===== config.mk =====
export PLATFORM = sky130hd
export DESIGN_NAME = codix_risc_ca_core_regs_wr_arb_flat
export DESIGN_NICKNAME = d
export VERILOG_FILES = /design/src/rtl/codix_risc_ca_core_regs_wr_arb_if.sv /design/src/rtl/codix_risc_ca_core_regs_wr_arb.sv /design/src/flat_wrapper.sv
export SDC_FILE = /design/constraint.sdc
export NUM_CORES = 1
export LEC_CHECK = 0
export CORE_AREA = 2 2 88 90
export DETAILED_ROUTE_END_ITERATION = 8
export DIE_AREA = 0 0 90 92
export PLACE_DENSITY = 0.8
export SLEW_MARGIN = 10
export SYNTH_ARGS = -nofsm -noshare
export SYNTH_HDL_FRONTEND = slang
export SYNTH_SLANG_ARGS = --single-unit

===== constraint.sdc =====
create_clock -name clk -period 3.95 [get_ports clk]
set_clock_uncertainty 0.1 [all_clocks]
set_input_delay 0.9875 -clock clk [delete_from_list [all_inputs] [get_ports clk]]
set_output_delay 0.9875 -clock clk [all_outputs]
set_load 0.05 [all_outputs]

===== src/rtl/codix_risc_ca_core_regs_wr_arb_if.sv =====
// Write-port bundle between the writeback requesters, the arbiter and the
// register file write pins (D0/WA0/WE0).
interface codix_risc_ca_core_regs_wr_arb_if #(
  parameter int NREQ   = 3,
  parameter int ADDR_W = 5,
  parameter int DATA_W = 32,
  parameter int GID_W  = 2
);
  logic [NREQ-1:0]        req_valid;
  logic [NREQ-1:0]        req_ready;
  logic [NREQ*ADDR_W-1:0] req_addr;
  logic [NREQ*DATA_W-1:0] req_data;
  logic [DATA_W-1:0]      d0;
  logic [ADDR_W-1:0]      wa0;
  logic                   we0;
  logic [GID_W-1:0]       grant_id;
  logic                   busy;

  modport master (
    output req_valid, req_addr, req_data,
    input  req_ready, d0, wa0, we0, grant_id, busy
  );

  modport slave (
    input  req_valid, req_addr, req_data,
    output req_ready, d0, wa0, we0, grant_id, busy
  );
endinterface


===== src/rtl/codix_risc_ca_core_regs_wr_arb.sv =====
// Round-robin arbiter for the single register-file write port, with an
// optional post-reset sweep that clears r1..r31 before requesters are served.
module codix_risc_ca_core_regs_wr_arb #(
  parameter int NREQ           = 3,
  parameter int ADDR_W         = 5,
  parameter int DATA_W         = 32,
  parameter bit CLEAR_ON_RESET = 1'b1,
  parameter int GID_W          = 2
) (
  input logic clk,
  input logic rst,
  codix_risc_ca_core_regs_wr_arb_if.slave bus
);

  typedef enum logic {ST_INIT = 1'b0, ST_RUN = 1'b1} state_t;

  localparam state_t            RST_STATE = CLEAR_ON_RESET ? ST_INIT : ST_RUN;
  localparam logic [ADDR_W-1:0] LAST_ADDR = {ADDR_W{1'b1}};
  localparam logic [ADDR_W-1:0] ADDR_ONE  = {{(ADDR_W-1){1'b0}}, 1'b1};
  localparam logic [GID_W-1:0]  GID_ONE   = {{(GID_W-1){1'b0}}, 1'b1};

  state_t            state_r, state_nxt_s;
  logic [GID_W-1:0]  ptr_r, gnt_s, ptr_nxt_s, gid_r;
  logic              found_s;
  logic [ADDR_W-1:0] cnt_r, wa0_r, gnt_addr_s;
  logic [DATA_W-1:0] d0_r, gnt_data_s;
  logic              we0_r;
  logic [NREQ-1:0]   ready_s;

  // Rotating-priority search: first valid requester starting at ptr, wrapping
  always_comb begin
    int idx;
    idx     = 0;
    found_s = 1'b0;
    gnt_s   = {GID_W{1'b0}};
    for (int k = 0; k < NREQ; k++) begin
      idx = (int'(ptr_r) + k) % NREQ;
      if (!found_s && bus.req_valid[idx]) begin
        found_s = 1'b1;
        gnt_s   = GID_W'(idx);
      end else begin
        found_s = found_s;
      end
    end
  end

  // Winner's payload and the pointer value that follows it
  always_comb begin
    gnt_addr_s = bus.req_addr[gnt_s*ADDR_W +: ADDR_W];
    gnt_data_s = bus.req_data[gnt_s*DATA_W +: DATA_W];
    if (int'(gnt_s) == NREQ - 1) begin
      ptr_nxt_s = {GID_W{1'b0}};
    end else begin
      ptr_nxt_s = gnt_s + GID_ONE;
    end
  end

  // Ready depends only on valid, ptr and state, never on ready itself
  always_comb begin
    ready_s = {NREQ{1'b0}};
    if (!rst && (state_r == ST_RUN) && found_s) begin
      ready_s[gnt_s] = 1'b1;
    end else begin
      ready_s = {NREQ{1'b0}};
    end
  end

  // Next-state logic: INIT leaves once the last register address is issued
  always_comb begin
    state_nxt_s = state_r;
    case (state_r)
      ST_INIT: begin
        if (cnt_r == LAST_ADDR) begin
          state_nxt_s = ST_RUN;
        end else begin
          state_nxt_s = ST_INIT;
        end
      end
      ST_RUN:  state_nxt_s = ST_RUN;
      default: state_nxt_s = ST_RUN;
    endcase
  end

  // State register
  always_ff @(posedge clk or posedge rst) begin
    if (rst) begin
      state_r <= RST_STATE;
    end else begin
      state_r <= state_nxt_s;
    end
  end

  // Registered write port, clear counter and round-robin pointer
  always_ff @(posedge clk or posedge rst) begin
    if (rst) begin
      d0_r  <= {DATA_W{1'b0}};
      wa0_r <= {ADDR_W{1'b0}};
      we0_r <= 1'b0;
      gid_r <= {GID_W{1'b0}};
      ptr_r <= {GID_W{1'b0}};
      cnt_r <= ADDR_ONE;
    end else begin
      case (state_r)
        ST_INIT: begin
          we0_r <= 1'b1;
          wa0_r <= cnt_r;
          d0_r  <= {DATA_W{1'b0}};
          cnt_r <= cnt_r + ADDR_ONE;
        end
        ST_RUN: begin
          if (found_s) begin
            // r0 is hard-wired zero: complete the handshake but suppress the write
            we0_r <= (gnt_addr_s != {ADDR_W{1'b0}});
            wa0_r <= gnt_addr_s;
            d0_r  <= gnt_data_s;
            gid_r <= gnt_s;
            ptr_r <= ptr_nxt_s;
          end else begin
            we0_r <= 1'b0;
          end
        end
        default: begin
          we0_r <= 1'b0;
        end
      endcase
    end
  end

  assign bus.req_ready = ready_s;
  assign bus.d0        = d0_r;
  assign bus.wa0       = wa0_r;
  assign bus.we0       = we0_r;
  assign bus.grant_id  = gid_r;
  assign bus.busy      = (state_r == ST_INIT);

endmodule

===== src/flat_wrapper.sv =====
// flat-port wrapper written by rule: the top's interface ports become plain ports
module codix_risc_ca_core_regs_wr_arb_flat 
#(
  parameter int NREQ           = 3,
  parameter int ADDR_W         = 5,
  parameter int DATA_W         = 32,
  parameter bit CLEAR_ON_RESET = 1'b1,
  parameter int GID_W          = 2
)
  (clk, rst, bus_req_valid, bus_req_addr, bus_req_data, bus_req_ready, bus_d0, bus_wa0, bus_we0, bus_grant_id, bus_busy);
  codix_risc_ca_core_regs_wr_arb_if #(.NREQ(NREQ), .ADDR_W(ADDR_W), .DATA_W(DATA_W), .GID_W(GID_W)) bus_i ();
  input logic clk;
  input logic rst;
  input wire logic [$bits(bus_i.req_valid)-1:0] bus_req_valid;
  input wire logic [$bits(bus_i.req_addr)-1:0] bus_req_addr;
  input wire logic [$bits(bus_i.req_data)-1:0] bus_req_data;
  output wire logic [$bits(bus_i.req_ready)-1:0] bus_req_ready;
  output wire logic [$bits(bus_i.d0)-1:0] bus_d0;
  output wire logic [$bits(bus_i.wa0)-1:0] bus_wa0;
  output wire logic [$bits(bus_i.we0)-1:0] bus_we0;
  output wire logic [$bits(bus_i.grant_id)-1:0] bus_grant_id;
  output wire logic [$bits(bus_i.busy)-1:0] bus_busy;
  assign bus_i.req_valid = bus_req_valid;
  assign bus_i.req_addr = bus_req_addr;
  assign bus_i.req_data = bus_req_data;
  assign bus_req_ready = bus_i.req_ready;
  assign bus_d0 = bus_i.d0;
  assign bus_wa0 = bus_i.wa0;
  assign bus_we0 = bus_i.we0;
  assign bus_grant_id = bus_i.grant_id;
  assign bus_busy = bus_i.busy;
  codix_risc_ca_core_regs_wr_arb #(.NREQ(NREQ), .ADDR_W(ADDR_W), .DATA_W(DATA_W), .CLEAR_ON_RESET(CLEAR_ON_RESET), .GID_W(GID_W)) u_core (.clk(clk), .rst(rst), .bus(bus_i));
endmodule

== Word level (Yosys, flattened, before mapping) ==
Cells that the tools add are included.

* Output and inout port bits: 44
* Register bits after elaboration: 48
* Word-level logic and storage cells: 63
* Bits of input ports: 116

* Mux-type cells: 27
* Shift operators: 2
* Div/mod/pow operators: 3
* $lt $le $gt $ge: 5
* Reduce and logical (&&, ||, !) cells: 10
* Bitwise logic cells: 1
* Add/sub/neg operators: 4
* Eq/ne operators: 3
* $mul: 1

{| class="wikitable"
|+ Operators with widths
! kind !! count
|-
| 32-bit by 4-bit less-than comparator with 1-bit output, second input constant || 3
|-
| 96-bit by 8-bit indexed part select with 32-bit output || 1
|-
| 32-bit by 3-bit remainder unit with 32-bit output, second input constant || 2
|-
| 32-bit one-hot mux with 2 select lines || 1
|-
| 3-bit by 3-bit remainder unit with 32-bit output, second input constant || 1
|-
| 32-bit 2-to-1 mux || 1
|-
| 15-bit by 6-bit indexed part select with 5-bit output || 1
|-
| 1-bit 2-to-1 mux || 12
|-
| 5-bit one-hot mux with 2 select lines || 1
|-
| 2-bit 2-to-1 mux || 4
|-
| 1-bit binary-select mux with 2-bit select || 3
|-
| 5-bit by 1-bit adder with 5-bit output, second input constant || 1
|-
| 5-bit == test, second input constant || 1
|-
| 1-bit logical AND || 5
|-
| 2-bit by 3-bit multiplier with 5-bit output, second input constant || 1
|-
| 5-bit 2-to-1 mux || 1
|-
| 5-bit nonzero test || 1
|-
| 1-bit one-hot mux with 2 select lines || 2
|-
| 2-bit by 1-bit adder with 3-bit output, second input constant || 1
|-
| 2-bit by 2-bit adder with 3-bit output, second input constant || 1
|-
| 1-bit logical NOT || 3
|-
| 2-bit by 3-bit less-than comparator with 1-bit output, second input constant || 1
|-
| 3-bit 2-to-1 mux || 1
|-
| 2-bit by 1-bit adder with 2-bit output, second input constant || 1
|-
| 6 further kinds || 6
|}

== Longest topological paths before layout ==
* Depth after elaboration: 16
* Gate-level depth with buffers: 12
* Depth with buffers taken out: 9

== Least setup slack after synthesis ==
Ideal clock, no wire load.

* Path type: in2out
* Start: in bus_req_valid[2]
* End: out bus_req_ready[0]
* Path buffers: 2
* Stages on the path: 6
* Data required time: 2.863 ns
* Slack: -0.565 ns
* Arrival: 3.427 ns
* Path through: nor2b_1 -> and2_1 -> a21o_1 -> clkbuf_1 -> clkbuf_1 -> nor4_1

* Longest elaborated chain between the ends: 15
* Elaborated cells on any way between the ends: 26
* Classes of those cells: order compare (2); mux (18); reduce/logical (6)

{| class="wikitable"
|+ RTL lines
! what !! line !! RTL
|-
| from (decl) || flat_wrapper.sv:14 || <nowiki>input wire logic [$bits(bus_i.req_valid)-1:0] bus_req_valid;</nowiki>
|-
| 1-bit binary-select mux with 2-bit select || codix_risc_ca_core_regs_wr_arb.sv:38 || <nowiki>if (!found_s && bus.req_valid[idx]) begin</nowiki>
|-
| 1-bit 2-to-1 mux (implied by the code) (2 in a row) || codix_risc_ca_core_regs_wr_arb.sv:38 ||
|-
| 1-bit 2-to-1 mux || codix_risc_ca_core_regs_wr_arb.sv:38 ||
|-
| 1-bit logical NOT || codix_risc_ca_core_regs_wr_arb.sv:38 ||
|-
| 1-bit logical AND || codix_risc_ca_core_regs_wr_arb.sv:38 ||
|-
| 1-bit 2-to-1 mux || codix_risc_ca_core_regs_wr_arb.sv:38 ||
|-
| 1-bit logical NOT || codix_risc_ca_core_regs_wr_arb.sv:38 ||
|-
| 1-bit logical AND || codix_risc_ca_core_regs_wr_arb.sv:38 ||
|-
| 2-bit 2-to-1 mux || codix_risc_ca_core_regs_wr_arb.sv:38 ||
|-
| 2-bit by 3-bit less-than comparator with 1-bit output (implied by the code) or 2-bit by 1-bit >= comparator with 1-bit output (tied branches) || codix_risc_ca_core_regs_wr_arb.sv:62 || <nowiki>ready_s[gnt_s] = 1'b1;</nowiki>
|-
| 1-bit logical AND (implied by the code) || codix_risc_ca_core_regs_wr_arb.sv:62 ||
|-
| 1-bit 2-to-1 mux (implied by the code) || codix_risc_ca_core_regs_wr_arb.sv:62 ||
|-
| 1-bit demux with 2-bit select || -- ||
|-
| 3-bit 2-to-1 mux * || codix_risc_ca_core_regs_wr_arb.sv:61 || <nowiki>if (!rst && (state_r == ST_RUN) && found_s) begin</nowiki>
|-
| to (decl) || flat_wrapper.sv:17 || <nowiki>output wire logic [$bits(bus_i.req_ready)-1:0] bus_req_ready;</nowiki>
|}

Every way passes the cells marked *; elsewhere a longest branch is shown, timed or not. The select of a mux whose other input is x is not followed.

== Worst setup path after layout ==
* Start: in bus_req_valid[1]
* End: out bus_req_ready[1]

The elaborated chain is that of the path after synthesis.

==> reports/results.ini <==
[sta]
min_period_over_period_pct = 98.49
rsz0062_at_grt = no
max_freq_mhz = 257.1
slew_headroom_pct = 31.29
drv_slew = 0
finalWorstSetupSlack_ps = 59.84
min_period_ps = 3890
finalHoldViolations = 0
setup_viol = 0
worst_slew_pin_slew_ps = 1031

[logic_synthesis]
synth_top_family_by_area = compound AO/OA/AOI/OAI gates
synth_simple_gate_area_share_pct = 14.15
syn-num-nets = 398
synth-xor-area-share_pct = 0.9585
synthArstFlopShare_pct = 100.0
synthAdderAreaFrac_pct = 2.738
synthCells = 276
ys_ff_latch = 48
ys_types = 49
synth.avg_cell_area_um2 = 9.933
yosys_most_used_dff = dfrtp_1
yosysTopAreaCell = dfrtp_1
synth_top_area_share_pct = 42.90
synth_edf_count = 0
netlist_area_mm2 = 0.002741
ys_warn_count = 0
synth-compound-area-share_pct = 28.02
ys_seq_area_share_pct = 43.86
muxShareOfSynthArea_pct = 5.660
synthTopCellsByArea = dfrtp_1 (43%), a221o_1 (11%), a22oi_1 (8.5%)

[critical_path]
crit_fanout = 3
cp_common_cell = buf_4
path_buf_inv = 3
start_kind = primary input
critPathMaxStageDelay_ps = 450
arrival_ps = 2800
crit_path_end_kind = output pin
crit_chain = clkdlybuf4s50_1 -> mux2_4 -> mux2i_4 -> buf_4 -> mux2_2 -> nand2_1 -> nor4_1 -> buf_4
cp_slowest_cell = clkdlybuf4s50_1
cp_top_family = buffers and inverters
crit_type = in2out
cp.required_ps = 2860

[die]
die_w_um = 90
core_mm2 = 0.007447
die_y_um = 92
rows = 32
ios = 160
die-area_mm2 = 0.008280
initial_core_util_pct = 36.81

[clocking]
clk_pin_slew_worst_paths_ps = 100
cts_resized = 0
insertion_delay_ps = 300
tritoncts = yes
cts_hold_buf = 0
cts-buffers-inserted = 5
cts-root-buf = clkbuf_8
clockBufferDepth = 2
cts.sinks = 48
post_cts_buffers = 0
cts-htree-levels = 2

[drt]
vias = 2933
post-route-drc-count = 0
wl_per_cell_um = 17.34
drt_wl_total_um = 9310
firstDrtPassIters = 5
vias_per_cell = 5.462
drt.antenna.violating_nets = 0
first_iter_violations = 157

[cells_and_area]
area_growth_pct = 71.43
drive_gt1_share_pct = 11.49
antenna_cells = 0
nets = 556
instances_no_fill = 537

[power]
leakage_nw = 1.981
p_per_area_mw_per_mm2 = 968.3
vdd_drop_max_mv = 0.4424
power.total_mw = 4.551

[grt]
grt_pass1_vias = 3063
grt-ovfl-total = 0
grt_usage_pct = 22.06
grt_pass1_wl_um = 14920
grt_max_degree = 49
antenna_found_initial = 0

[job]
cap_violations = 0

[placed_design]
place_ws_ps = -72.40
io_buffers = 159
dpl.cell_count = 529
place.gp.congestion = 0.8311
dp.final_hpwl_um = 6737

[run_status]
status = completed

[hold_path]
min_path_type = reg2reg

==> final timing paths <==
| kind | from | endpoint | slack, ps | depth (start not counted) |
|---|---|---|---|---|
| worst max-delay path | bus_req_valid[1] | bus_req_ready[1] | 60 | 8 |
| worst min-delay path | u_core.cnt_r[3] | u_core.cnt_r[3] | 420 | 1 |
| worst max register to register | u_core.ptr_r[1] | u_core.bus.d0[9] | 460 | 10 |
| worst min register to register | u_core.cnt_r[3] | u_core.cnt_r[3] | 420 | 1 |
| max in group asynchronous | rst | u_core.bus.d0[1] | 1770 | 2 |
| min in group asynchronous | rst | u_core.bus.d0[20] | 1320 | 2 |
==> through the flow <==
| step | setup TNS [ps] | utilization, % | instance area (µm²) | hold slack (ps) |
|---|---|---|---|---|
| finish | 0 | 63.10 | 4700 | 417.7 |
| global route | 0 | 63.10 | 4700 | 431.8 |
| CTS | 0 | 62.50 | 4654 | 418.3 |
| detailed placement | -521.8 | 60.37 | 4496 | 399.2 |
| global placement | 0 | 60.37 | 4496 | 383.1 |
| floorplan | -1130 | - | 2748 | 360.1 |
==> per-layer routing <==
metal	track usage [%]	up-vias	routed length [µm]	part of all wire, %
met5	0	-	0	0
met4	5.128	0	106	1.1
met3	4.766	11	714	7.7
met2	40.29	150	4682	50
met1	26.59	1403	3808	41
li1	-	1369	-	-
==> where the power goes <==
| part | internal (mW) | leakage (nW) | switching [mW] |
|---|---|---|---|
| Clock | 0.317 | 0.0784 | 0.170 |
| Combinational | 1.30 | 1.32 | 1.90 |
| Sequential | 0.734 | 0.580 | 0.133 |
| Total | 2.35 | 1.98 | 2.20 |
==> sequential cells by signal (all words and copies together) (netlist names) <==
name                 cells
u_core.ptr_r             2
u_core.bus.wa0           5
u_core.state_r           1
u_core.bus.d0           32
u_core.bus.grant_id      2
u_core.bus.we0           1
u_core.cnt_r             5
==> final cells by class <==
type,count,area [µm²]
multi-input combinational,199,1469
fill,634,2748
clock inverter,3,90.09
tap,102,127.6
inverter,5,18.77
clock buffer,5,68.82
sequential,48,1202
timing repair buffer,175,1723
==> synth_stat cells (2+ instances only) <==
cell type and number:
a211o_1 3, nand3b_1 2, nor2b_1 4, ha_1 6, o21ai_0 9, a22oi_1 31
nor4_1 3, a21oi_1 6, xnor2_1 3, dfrtp_1 47, a31oi_1 3, nor2_1 44
nand3_1 5, clkbuf_1 14, mux2i_1 5, mux2_2 6, inv_1 4, nand2_1 12
buf_2 8, a221o_1 31, a21o_1 2
==> layout by cell type (no fill, tap or decap), types with 2 or more instances in the layout <==
cell	instances
mux2i_1	4
a21oi_1	6
bufinv_16	3
nand3_1	5
o21ai_0	9
inv_2	2
a22oi_1	31
nand3b_1	2
buf_4	17
ha_1	6
a221o_1	31
dfrtp_1	47
a211o_1	3
inv_1	3
nor2b_1	2
a31oi_1	3
a21o_1	2
xnor2_1	3
mux2_2	6
nand2_1	12
clkdlybuf4s50_1	155
clkbuf_8	5
nor2_1	43
==> worst reg2reg max path: stages (launching register included) <==
cell and delay [ps]:
dfrtp_1 430, inv_1 90, ha_1 450, mux2_4 370, mux2i_4 190, mux2i_2 270, nor2_2 100, buf_4 160
nor3_4 790, buf_4 310, a221o_1 160
==> logic make-up (layout without fill, tap and decap cells) <==
kind of cell | Yosys count | count (layout)
compound gates | 96 | 96
xor+xnor | 3 | 3
fa+ha+maj | 6 | 6
buf+inv | 29 | 188
flops | 48 | 48
mux | 13 | 13
simple gates | 81 | 81
Power figures use the tool's default switching activity.
